===== src/rtl/pattern_gen.sv =====
// Pattern generator: emits a fixed 12-step sequence on o1..o4, holding each step
// for a dwell count latched when the sequence starts.
module pattern_gen #(
    parameter int DW = 12
) (
    input  logic          clk,
    input  logic          reset,
    input  logic          start,
    input  logic          abort,
    input  logic [DW-1:0] dwell,
    output logic          o1,
    output logic          o2,
    output logic          o3,
    output logic          o4,
    output logic          busy,
    output logic          done,
    output logic [3:0]    step
);

    typedef enum logic {
        IDLE = 1'b0,
        RUN  = 1'b1
    } state_t;

    localparam logic [3:0]    LAST_STEP = 4'd12;
    localparam logic [DW-1:0] CNT_ZERO  = {DW{1'b0}};
    localparam logic [DW-1:0] CNT_ONE   = {{(DW-1){1'b0}}, 1'b1};

    // Pattern for a given step index, packed as {o1,o2,o3,o4}; idle and unused indices give 0000
    function automatic logic [3:0] step_pattern(input logic [3:0] idx);
        logic [3:0] pat;
        case (idx)
            4'd1:    pat = 4'b0010;
            4'd2:    pat = 4'b1011;
            4'd3:    pat = 4'b0000;
            4'd4:    pat = 4'b0010;
            4'd5:    pat = 4'b0100;
            4'd6:    pat = 4'b1000;
            4'd7:    pat = 4'b0001;
            4'd8:    pat = 4'b0000;
            4'd9:    pat = 4'b0001;
            4'd10:   pat = 4'b0010;
            4'd11:   pat = 4'b1000;
            4'd12:   pat = 4'b0000;
            default: pat = 4'b0000;
        endcase
        return pat;
    endfunction

    state_t        state_r, state_s;
    logic [DW-1:0] cnt_r, cnt_s;
    logic [DW-1:0] dwell_r, dwell_s;
    logic [DW-1:0] dwell_eff_s;
    logic [3:0]    step_r, step_s;
    logic [3:0]    pat_r, pat_s;
    logic          busy_r, busy_s;
    logic          done_r, done_s;

    // Next-state, counter and output-register computation
    always_comb begin
        state_s     = state_r;
        cnt_s       = cnt_r;
        dwell_s     = dwell_r;
        step_s      = step_r;
        pat_s       = pat_r;
        done_s      = 1'b0;
        dwell_eff_s = (dwell == CNT_ZERO) ? CNT_ONE : dwell;

        case (state_r)
            IDLE: begin
                if (start && !abort) begin
                    state_s = RUN;
                    step_s  = 4'd1;
                    pat_s   = step_pattern(4'd1);
                    dwell_s = dwell_eff_s;
                    cnt_s   = dwell_eff_s - CNT_ONE;
                end else begin
                    state_s = IDLE;
                    step_s  = 4'd0;
                    pat_s   = 4'b0000;
                    cnt_s   = CNT_ZERO;
                end
            end
            RUN: begin
                if (abort) begin
                    state_s = IDLE;
                    step_s  = 4'd0;
                    pat_s   = 4'b0000;
                    cnt_s   = CNT_ZERO;
                end else if (cnt_r != CNT_ZERO) begin
                    cnt_s = cnt_r - CNT_ONE;
                end else if (step_r == LAST_STEP) begin
                    state_s = IDLE;
                    step_s  = 4'd0;
                    pat_s   = 4'b0000;
                    cnt_s   = CNT_ZERO;
                    done_s  = 1'b1;
                end else begin
                    step_s = step_r + 4'd1;
                    pat_s  = step_pattern(step_r + 4'd1);
                    cnt_s  = dwell_r - CNT_ONE;
                end
            end
            default: begin
                state_s = IDLE;
                step_s  = 4'd0;
                pat_s   = 4'b0000;
                cnt_s   = CNT_ZERO;
            end
        endcase

        // busy is registered from the next state so it lines up with step/pattern
        busy_s = (state_s == RUN);
    end

    // State and output registers, cleared asynchronously by reset
    always_ff @(posedge clk or negedge reset) begin
        if (!reset) begin
            state_r <= IDLE;
            cnt_r   <= CNT_ZERO;
            dwell_r <= CNT_ZERO;
            step_r  <= 4'd0;
            pat_r   <= 4'b0000;
            busy_r  <= 1'b0;
            done_r  <= 1'b0;
        end else begin
            state_r <= state_s;
            cnt_r   <= cnt_s;
            dwell_r <= dwell_s;
            step_r  <= step_s;
            pat_r   <= pat_s;
            busy_r  <= busy_s;
            done_r  <= done_s;
        end
    end

    assign o1   = pat_r[3];
    assign o2   = pat_r[2];
    assign o3   = pat_r[1];
    assign o4   = pat_r[0];
    assign busy = busy_r;
    assign done = done_r;
    assign step = step_r;

endmodule


===== config.mk =====
export PLATFORM = sky130hd
export DESIGN_NAME = pattern_gen
export DESIGN_NICKNAME = d
export VERILOG_FILES = /design/src/rtl/pattern_gen.sv
export SDC_FILE = /design/constraint.sdc
export NUM_CORES = 1
export LEC_CHECK = 0
export ABC_AREA = 1
export CORE_MARGIN = 4
export CORE_UTILIZATION = 53
export CTS_BUF_LIST = sky130_fd_sc_hd__clkbuf_2 sky130_fd_sc_hd__clkbuf_4 sky130_fd_sc_hd__clkbuf_8
export CTS_CLUSTER_SIZE = 10
export DETAILED_ROUTE_END_ITERATION = 7
export PLACE_DENSITY = 0.79
export SYNTH_ARGS = -nofsm -noshare
export SYNTH_HDL_FRONTEND = slang
export SYNTH_SLANG_ARGS = --single-unit

===== constraint.sdc =====
create_clock -name clk -period 1.7 [get_ports clk]
set_input_delay 0.34 -clock clk [delete_from_list [all_inputs] [get_ports clk]]
set_output_delay 0.34 -clock clk [all_outputs]
set_load 0.02 [all_outputs]

==> results.sh, run 1 <==
export IMPL_drc_errors=0
export IMPL_cp_cell_sequence="dlygate4sd2_1, nor2_2, nand2_1, nor2_1, nand2_2, nand2_2, inv_2, ha_4, nand2_4, nor3_4, buf_4, o21ai_2, nand3_1"
export IMPL_cts_buffers=5
export IMPL_die_y_um=74.21
export IMPL_status="complete, but fails checks"
export IMPL_final_period_utilization_pct=100.7
export IMPL_initial_core_util_pct=56.46
export IMPL_skew_ns=0.007737
export IMPL_ir_drop_uv=862.2
export IMPL_drive_gt1_share_pct=23.48
export IMPL_num_fill_cells=297
export IMPL_syn_num_nets=342
export IMPL_pre_cts_slack_ns=-0.4792
export IMPL_slowest_delay_ns=0.25
export IMPL_min_period_ns=1.711
export IMPL_maxSlewViolCount=0
export IMPL_path_delay_family="simple AND/OR/NAND/NOR gates"
export IMPL_yosysUniqueCellTypes=35
export IMPL_cts_tree="built"
export IMPL_hold_path_class="input pin to asynchronous set/reset pin"
export IMPL_finalSetupViolCount=1
export IMPL_worst_slew_pin_slew_ns=0.4579
export IMPL_clkTransAtPathRegs_ns=0.07
export IMPL_drt_iter0_markers=164
export IMPL_power_leakage_uw=0.001602
export IMPL_fp_coreArea_um2=4115
export IMPL_antennaDiodeCount=0
export IMPL_gp_congestion=0.8691
export IMPL_arrival_ns=1.88
export IMPL_wl_per_cell_um=14.81
export IMPL_critPathRequiredTime_ns=1.87
export IMPL_hold_violations=0
export IMPL_drt_wl_total_mm=6.607
export IMPL_clock_fmax_mhz=584.4
export IMPL_synth_area_um2=2323
export IMPL_cp_start_kind="input pin"
export IMPL_crit_top_cell="nand2_2"
export IMPL_port_buffers=25
export IMPL_ff2ff_path_depth=10
export IMPL_timing_final_ws_setup_ns=-0.01123
export IMPL_yosysSeqAreaShare_pct=36.62
export IMPL_crit_slowest_cell="dlygate4sd2_1"
export IMPL_cts_sinks=34
export IMPL_cp_num_buf_inv=3
export IMPL_row_count=23
export IMPL_die_x_um=74.21
export IMPL_ys_warn_count=0
export IMPL_grt_max_degree=35
export IMPL_p_total_uw=4312
export IMPL_area_growth_pct=35.92
export IMPL_grt_pass1_vias=2298
export IMPL_crit_type="input pin to flip-flop"
export IMPL_ant_nets=0
export IMPL_cap_violations=0
export IMPL_fin_nets=421
export IMPL_die_area_um2=5507
export IMPL_routed_via_density=5.455
export IMPL_routed_via_count=2433
export IMPL_violations="negative setup slack"
export IMPL_drtPass1Iterations=4
export IMPL_synth_area_per_cell_um2=7.353
export IMPL_antenna_found_initial=0
export IMPL_cp_end_kind="flip-flop"
export IMPL_synth_cells=316
export IMPL_critPathMaxFanout=4
export IMPL_grt_pass1_wl_mm=10.37
export IMPL_dp_hpwl_mm=4.426
export IMPL_ys_seq_elements=34
export IMPL_crit_cells=13
export IMPL_ctsLongestPathBuffers=2
export IMPL_p_per_area_nw_per_um2=1365
export IMPL_clock_latency_ns=0.29
export IMPL_h_tree_depth=2
export IMPL_grt_overflow=0
export IMPL_slew_headroom_pct=69.48
export IMPL_cts_root_buffer="clkbuf_8"
export IMPL_boundaryPins=26
export IMPL_grt_use_total_pct=24.96
## cell usage after synthesis (all sizes together)
cell type | n | area (um2)
a21oi | 8 | 40.04
a22oi | 1 | 12.51
and2 | 1 | 7.510
buf | 2 | 16.26
clkbuf | 2 | 7.510
clkinv | 1 | 5.000
dfrtp | 34 | 850.8
ha | 10 | 125.1
inv | 42 | 162.7
nand2 | 79 | 330.3
nand3 | 37 | 197.7
nand3b | 1 | 7.510
nand4 | 7 | 43.79
nor2 | 39 | 180.2
nor3 | 4 | 20.02
o211ai | 2 | 15.01
o21a | 1 | 7.510
o21ai | 23 | 115.1
o21bai | 2 | 15.01
o221ai | 1 | 8.760
o22ai | 3 | 18.77
o31ai | 1 | 7.510
or2 | 1 | 6.260
xnor2 | 7 | 61.31
xor2 | 7 | 61.31
## kinds of logic (layout without fill, tap and decap cells)
group / after synthesis / after routing / share of synthesized area [%]
AO/OA/AOI/OAI: 42 / 42 / 10.34
adder cells (fa/ha/maj): 10 / 10 / 5.385
buffers and inverters: 47 / 127 / 8.239
AND/OR/NAND/NOR: 169 / 169 / 34.14
flip-flops: 34 / 34 / 36.62
XOR/XNOR: 14 / 14 / 5.277
## final cells by class
cell class	instances	area, um2	share of cell area, %
Multi-Input combinational cell	235	1355	42.91
Sequential cell	34	850.8	26.94
Timing Repair Buffer	76	625.6	19.81
Inverter	43	168.9	5.349
Clock buffer	7	90.09	2.853
Tap cell	50	62.56	1.981
Clock inverter	1	5.005	0.1585
## sequential cells by signal, indices dropped and copies added, names as in the netlist
register and count:
done 1, pat_r 4, step 4, dwell_r 12
cnt_r 12, busy 1
## cells in the final DEF, fill, tap and decap left out, drive strengths merged, types with 2 or more instances in the layout
cell type	instances
nand2	79
dlygate4sd2	11
o21bai	2
clkbuf	7
xor2	7
nor2	39
inv	43
buf	51
o211ai	2
nor3	4
clkdlybuf4s15	3
o21ai	23
clkdlybuf4s50	10
a21oi	8
xnor2	7
o22ai	3
dfrtp	34
ha	10
nand4	7
nand3	37
## power by group
part | total [uW] | switching [uW] | internal, uW
sequential | 1370 | 268 | 1100
combinational | 2290 | 1360 | 930
clock | 652 | 309 | 343
## final timing paths
path	from	end	slack, ns
min in group clk	pat_r[0]$_DFFE_PN0P_	pat_r[0]$_DFFE_PN0P_	0.48
worst min-delay path	reset	step[2]$_DFFE_PN0P_	0.46
max in group asynchronous	reset	cnt_r[11]$_DFF_PN0_	0.91
worst max register to register	step[1]$_DFFE_PN0P_	cnt_r[3]$_DFF_PN0_	0.12
worst max-delay path	dwell[3]	cnt_r[6]$_DFF_PN0_	-0.01
worst min register to register	pat_r[0]$_DFFE_PN0P_	pat_r[0]$_DFFE_PN0P_	0.48
## through the flow
step	TNS, ns	hold slack [ns]	std cells	utilization, %	area, um2
final	-0.01123	0.4564	446	76.74	3158
after global routing	-0.1307	0.4892	446	76.74	3158
after CTS	0	0.4658	444	74.83	3079
after detailed placement	-2.522	0.4783	423	70.17	2888
after global placement	-2.137	0.4656	423	70.17	2888
after floorplan	-0.002452	0.04441	316	-	2328
## worst reg2reg max path, stage by stage (launching register included)
cell,delay [ns]
dfrtp_1,0.40
inv_2,0.09
ha_1,0.14
nand3_1,0.16
nand2_1,0.15
inv_1,0.09
nand3_4,0.11
buf_4,0.12
a21oi_1,0.04
a21oi_1,0.12
nand2_1,0.06
## what timing repair did
| item | in CTS | in global routing |
|---|---|---|
| hold buffers | 0 | 0 |
| setup buffers | 13 | 3 |
| pin swaps | 9 | 16 |
| gates resized for setup | 19 | 25 |
| endpoints found under the setup margin | 6 | 13 |
## routing by layer
layer	GRT usage [%]	part of all wire, %	vias to the layer above
met5	0	0	-
met2	41.93	48	88
met3	5.811	6.0	16
met1	31.61	43	1149
met4	8.696	2.1	0
li1	-	-	1180
(Power assumes the default switching activity.)
==> inputs of run 2 (changes only) <==
Settings changed: CORE_MARGIN 4 to 2.
==> run 2 against run 1 <==
Compared with the run above: the flow now finishes without violations; largest power group unchanged; highest routed layer unchanged; sequential share of layout area fell by 0.20 points; flip-flop and latch count unchanged; worst setup slack better by 0.047 ns; design area rose by 0.75%; non-clock buffer count increased by 1; power rose by 1.3%; die area decreased by 10%; via count about the same; critical path depth up 1.
==> results.sh, run 2 (same netlist as run 1, synthesis figures left out) <==
export IMPL_critPathRequiredTime_ns=1.93
export IMPL_crit_type="input pin to flip-flop"
export IMPL_rsz0062_at_grt="yes"
export IMPL_timing_final_ws_setup_ns=0.03625
export IMPL_initial_core_util_pct=54.11
export IMPL_antenna_found_initial=0
export IMPL_dp_hpwl_mm=4.432
export IMPL_min_period_ns=1.664
export IMPL_area_growth_pct=36.94
export IMPL_ir_drop_uv=962.8
export IMPL_hold_violations=0
export IMPL_boundaryPins=26
export IMPL_die_y_um=70.21
export IMPL_drive_gt1_share_pct=22.67
export IMPL_ant_nets=0
export IMPL_antennaDiodeCount=0
export IMPL_grt_pass1_wl_mm=10.49
export IMPL_slowest_delay_ns=0.22
export IMPL_finalSetupViolCount=0
export IMPL_row_count=24
export IMPL_hold_path_class="input pin to asynchronous set/reset pin"
export IMPL_drt_iter0_markers=159
export IMPL_port_buffers=25
export IMPL_h_tree_depth=2
export IMPL_cts_sinks=34
export IMPL_cp_cell_sequence="dlygate4sd2_1, inv_1, nand2_1, nor2_1, nand2_1, nand2_1, buf_4, buf_4, buf_4, buf_4, buf_4, o21ai_0, nand2_1, nand2_1"
export IMPL_met1_usage_pct=33.99
export IMPL_cp_start_kind="input pin"
export IMPL_fp_coreArea_um2=4294
export IMPL_power_leakage_uw=0.001614
export IMPL_critPathMaxFanout=3
export IMPL_grt_overflow=0
export IMPL_cts_buffers=5
export IMPL_fin_nets=422
export IMPL_ctsLongestPathBuffers=2
export IMPL_p_per_area_nw_per_um2=1373
export IMPL_final_period_utilization_pct=97.87
export IMPL_slew_headroom_pct=70.32
export IMPL_utilization_pct=74.10
export IMPL_cp_end_kind="flip-flop"
export IMPL_final_common_cell="nand2_1"
export IMPL_cts_tree="built"
export IMPL_timing_hold_ws_ns=0.4500
export IMPL_wl_per_cell_um=13.99
export IMPL_cts_root_buffer="clkbuf_8"
export IMPL_skew_ns=0.002861
export IMPL_grt_use_total_pct=27.16
export IMPL_num_fill_cells=312
export IMPL_final_cells=449
export IMPL_gp_congestion=0.8926
export IMPL_clkTransAtPathRegs_ns=0.07
export IMPL_clock_fmax_mhz=601.1
export IMPL_routed_via_count=2431
export IMPL_worst_slew_pin_slew_ns=0.4452
export IMPL_die_area_um2=4929
export IMPL_drtPass1Iterations=5
export IMPL_status="finished, final reports clean"
export IMPL_crit_slowest_cell="dlygate4sd2_1"
export IMPL_dp_cells=426
export IMPL_cap_violations=0
export IMPL_final_cell_mix="73 x nand2_1, 51 x buf_4, 40 x inv_1"
export IMPL_design_area_um2=3182
export IMPL_clock_latency_ns=0.29
export IMPL_grt_pass1_vias=2281
export IMPL_drc_errors=0
export IMPL_grt_busiest_layer="met2"
export IMPL_pre_cts_slack_ns=-0.5222
export IMPL_ctsHoldBuffers=0
export IMPL_top_regs="cnt_r (12), dwell_r (12)"
export IMPL_grt_use_met3_pct=5.051
export IMPL_die_x_um=70.21
export IMPL_arrival_ns=1.89
export IMPL_maxSlewViolCount=0
export IMPL_drt_wl_total_mm=6.281
export IMPL_gr_usage_met2_pct=47.72
export IMPL_grt_max_degree=35
export IMPL_routed_via_density=5.414
export IMPL_place_area_um2=2898
-- run 2: critical path, delay by kind of cell --
family                 cells  cell delay (ns)
buffers and inverters      7             0.90
AND/OR/NAND/NOR            6             0.48
AO/OA/AOI/OAI              1             0.16
-- run 2: path summary, 6_finish.rpt --
path	cells after the start	slack [ns]	startpoint	end
worst max-delay path	14	0.04	dwell[8]	cnt_r[3]$_DFF_PN0_
worst min-delay path	2	0.45	reset	step[2]$_DFFE_PN0P_
worst max register to register	9	0.14	cnt_r[0]$_DFF_PN0_	cnt_r[3]$_DFF_PN0_
worst min register to register	2	0.48	pat_r[0]$_DFFE_PN0P_	pat_r[0]$_DFFE_PN0P_
max in group asynchronous	2	0.93	reset	busy$_DFF_PN0_
min in group clk	2	0.48	pat_r[0]$_DFFE_PN0P_	pat_r[0]$_DFFE_PN0P_
-- run 2: repair_timing --
item,CTS,global route
setup buffers,14,1
resized for setup,19,21
setup endpoints to repair,6,12
endpoints found under the hold margin,0,0
pin swaps,9,8
-- run 2: layout make-up --
| class | count | area, um2 | share of cell area (%) |
|---|---|---|---|
| Multi-Input combinational cell | 235 | 1351 | 42.47 |
| Sequential cell | 34 | 850.8 | 26.74 |
| Timing Repair Buffer | 77 | 635.6 | 19.98 |
| Inverter | 43 | 168.9 | 5.309 |
| Clock buffer | 8 | 110.1 | 3.460 |
| Tap cell | 52 | 65.06 | 2.045 |
-- run 2: metrics by stage --
stage                     total power, uW   TNS (ns)
final                                4369          0
after global routing                 4710    -0.1229
after CTS                            4299          0
after detailed placement             3565     -2.756
after global placement               3476     -2.137
after floorplan                      2902  -0.002452
-- run 2: routing by layer --
layer / share of wire (%) / vias up / wire (um)
li1: - / 1194 / -
met1: 42 / 1146 / 2625
met2: 52 / 80 / 3252
met3: 4.9 / 11 / 307
met4: 1.5 / 0 / 95
met5: 0 / - / 0
-- run 2: report_power, final --
part	switching, uW	leakage [uW]	internal, uW
registers	262	0.000439	1100
clock network	299	0.0000575	409
logic	1370	0.00112	924
total	1940	0.00161	2430
==> inputs of run 3 (changes only) <==
Settings changed: CORE_UTILIZATION 53 to 58, PLACE_DENSITY 0.79 to 0.82.
Clock period 1.7 ns to 1.6 ns, I/O delays scaled along.
==> run 3 against run 2 <==
Compared with the run above: cell count shrank 0.89%; power grew 7.1%; sequential share of layout area shrank 0.16 points.
==> results.sh, run 3 (same netlist as run 1, synthesis figures left out) <==
export IMPL_place_area_um2=2913
export IMPL_antenna_found_initial=0
export IMPL_die_x_um=67.29
export IMPL_path_delay_family="buffers and inverters"
export IMPL_row_count=23
export IMPL_slew_headroom_pct=77.86
export IMPL_ctsLongestPathBuffers=2
export IMPL_initial_core_util_pct=59.37
export IMPL_final_cells=445
export IMPL_cts_sinks=34
export IMPL_critPathMaxFanout=2
export IMPL_num_fill_cells=247
export IMPL_clock_latency_ns=0.29
export IMPL_status="finished, final reports clean"
export IMPL_grt_max_degree=35
export IMPL_fin_nets=420
export IMPL_cp_num_buf_inv=1
export IMPL_ant_nets=0
export IMPL_crit_type="flip-flop to output port"
export IMPL_min_period_ns=1.555
export IMPL_hold_path_class="input pin to asynchronous set/reset pin"
export IMPL_routed_via_count=2442
export IMPL_drt_iter0_markers=149
export IMPL_crit_cells=1
export IMPL_area_growth_pct=38.18
export IMPL_ir_drop_uv=836.7
export IMPL_skew_ns=0.006265
export IMPL_drt_wl_total_mm=6.299
export IMPL_timing_final_ws_setup_ns=0.04512
export IMPL_hold_violations=0
export IMPL_ff2ff_path_depth=8
export IMPL_routed_via_density=5.488
export IMPL_final_period_utilization_pct=97.18
export IMPL_grt_pass1_vias=2416
export IMPL_gp_congestion=0.8427
export IMPL_top_regs="cnt_r (12), dwell_r (12)"
export IMPL_fp_coreArea_um2=3914
export IMPL_slowest_delay_ns=0.60
export IMPL_ctsHoldBuffers=0
export IMPL_cap_violations=0
export IMPL_dp_hpwl_mm=4.161
export IMPL_grt_use_total_pct=29.95
export IMPL_design_area_um2=3211
export IMPL_cts_tree="built"
export IMPL_cp_start_kind="flip-flop"
export IMPL_utilization_pct=82.03
export IMPL_cts_buffers=5
export IMPL_crit_slowest_cell="clkdlybuf4s50_1"
export IMPL_arrival_ns=1.23
export IMPL_power_leakage_uw=0.001619
export IMPL_final_common_cell="nand2_1"
export IMPL_critPathRequiredTime_ns=1.28
export IMPL_boundaryPins=26
export IMPL_clkTransAtPathRegs_ns=0.07
export IMPL_cp_end_kind="output port"
export IMPL_wl_per_cell_um=14.16
export IMPL_reg2reg_slack_ns=0.10
export IMPL_drtPass1Iterations=4
export IMPL_port_buffers=25
export IMPL_dp_cells=423
export IMPL_grt_overflow=0
export IMPL_drive_gt1_share_pct=26.33
export IMPL_cp_cell_sequence="clkdlybuf4s50_1"
export IMPL_die_y_um=67.29
export IMPL_drc_errors=0
export IMPL_antennaDiodeCount=0
export IMPL_worst_slew_pin_slew_ns=0.3310
export IMPL_grt_pass1_wl_mm=10.32
export IMPL_clock_fmax_mhz=643.1
export IMPL_finalSetupViolCount=0
export IMPL_h_tree_depth=2
export IMPL_final_cell_mix="68 x nand2_1, 48 x buf_4, 35 x inv_1"
export IMPL_cts_root_buffer="clkbuf_8"
export IMPL_p_per_area_nw_per_um2=1458
export IMPL_maxSlewViolCount=0
export IMPL_pre_cts_slack_ns=-0.4972
export IMPL_die_area_um2=4528
-- run 3: layout make-up --
cell class	instances	area, um2	share of cell area, %
Multi-Input combinational cell	235	1403	43.69
Tap cell	50	62.56	1.949
Sequential cell	34	853.3	26.58
Timing Repair inverter	1	5.005	0.1559
Timing Repair Buffer	74	616.8	19.21
Inverter	43	175.2	5.456
Clock buffer	7	90.09	2.806
Clock inverter	1	5.005	0.1559
-- run 3: path summary, 6_finish.rpt --
kind	start	to
hold / removal	reset	dwell_r[0]$_DFFE_PN0P_
setup / recovery	pat_r[1]$_DFFE_PN0P_	o3
hold reg to reg	pat_r[0]$_DFFE_PN0P_	pat_r[0]$_DFFE_PN0P_
setup reg to reg	cnt_r[0]$_DFF_PN0_	cnt_r[10]$_DFF_PN0_
max in group asynchronous	reset	step[1]$_DFFE_PN0P_
min in group clk	dwell[11]	dwell_r[11]$_DFFE_PN0P_
-- run 3: routing by layer --
| metal | wire, um | GRT usage [%] |
|---|---|---|
| met5 | 0 | 0 |
| met4 | 143 | 14.29 |
| met3 | 271 | 5.167 |
| met2 | 3367 | 54.58 |
| met1 | 2517 | 33.65 |
-- run 3: stage by stage --
stage          power [uW]  hold WS (ns)  TNS [ns]
3_3_place_gp         3673        0.4645    -2.940
2_1_floorplan        3091       0.02441         0
3_5_place_dp         3742        0.4687    -3.701
4_1_cts              4442        0.4175         0
5_1_grt              5009        0.4359   -0.1256
6_report             4681        0.4024         0
-- run 3: report_power, final --
part | total [uW] | leakage, uW | switching (uW) | internal [uW]
Clock | 685 | 0.0000517 | 321 | 364
Sequential | 1470 | 0.000436 | 299 | 1170
Combinational | 2520 | 0.00113 | 1490 | 1030
-- run 3: what timing repair did --
| action | 4_1_cts | 5_1_grt |
|---|---|---|
| buffers inserted | 8 | 6 |
| endpoints found under the setup margin | 11 | 19 |
| gates cloned | 0 | 1 |
| resized for setup | 24 | 28 |
| pin swaps | 8 | 20 |
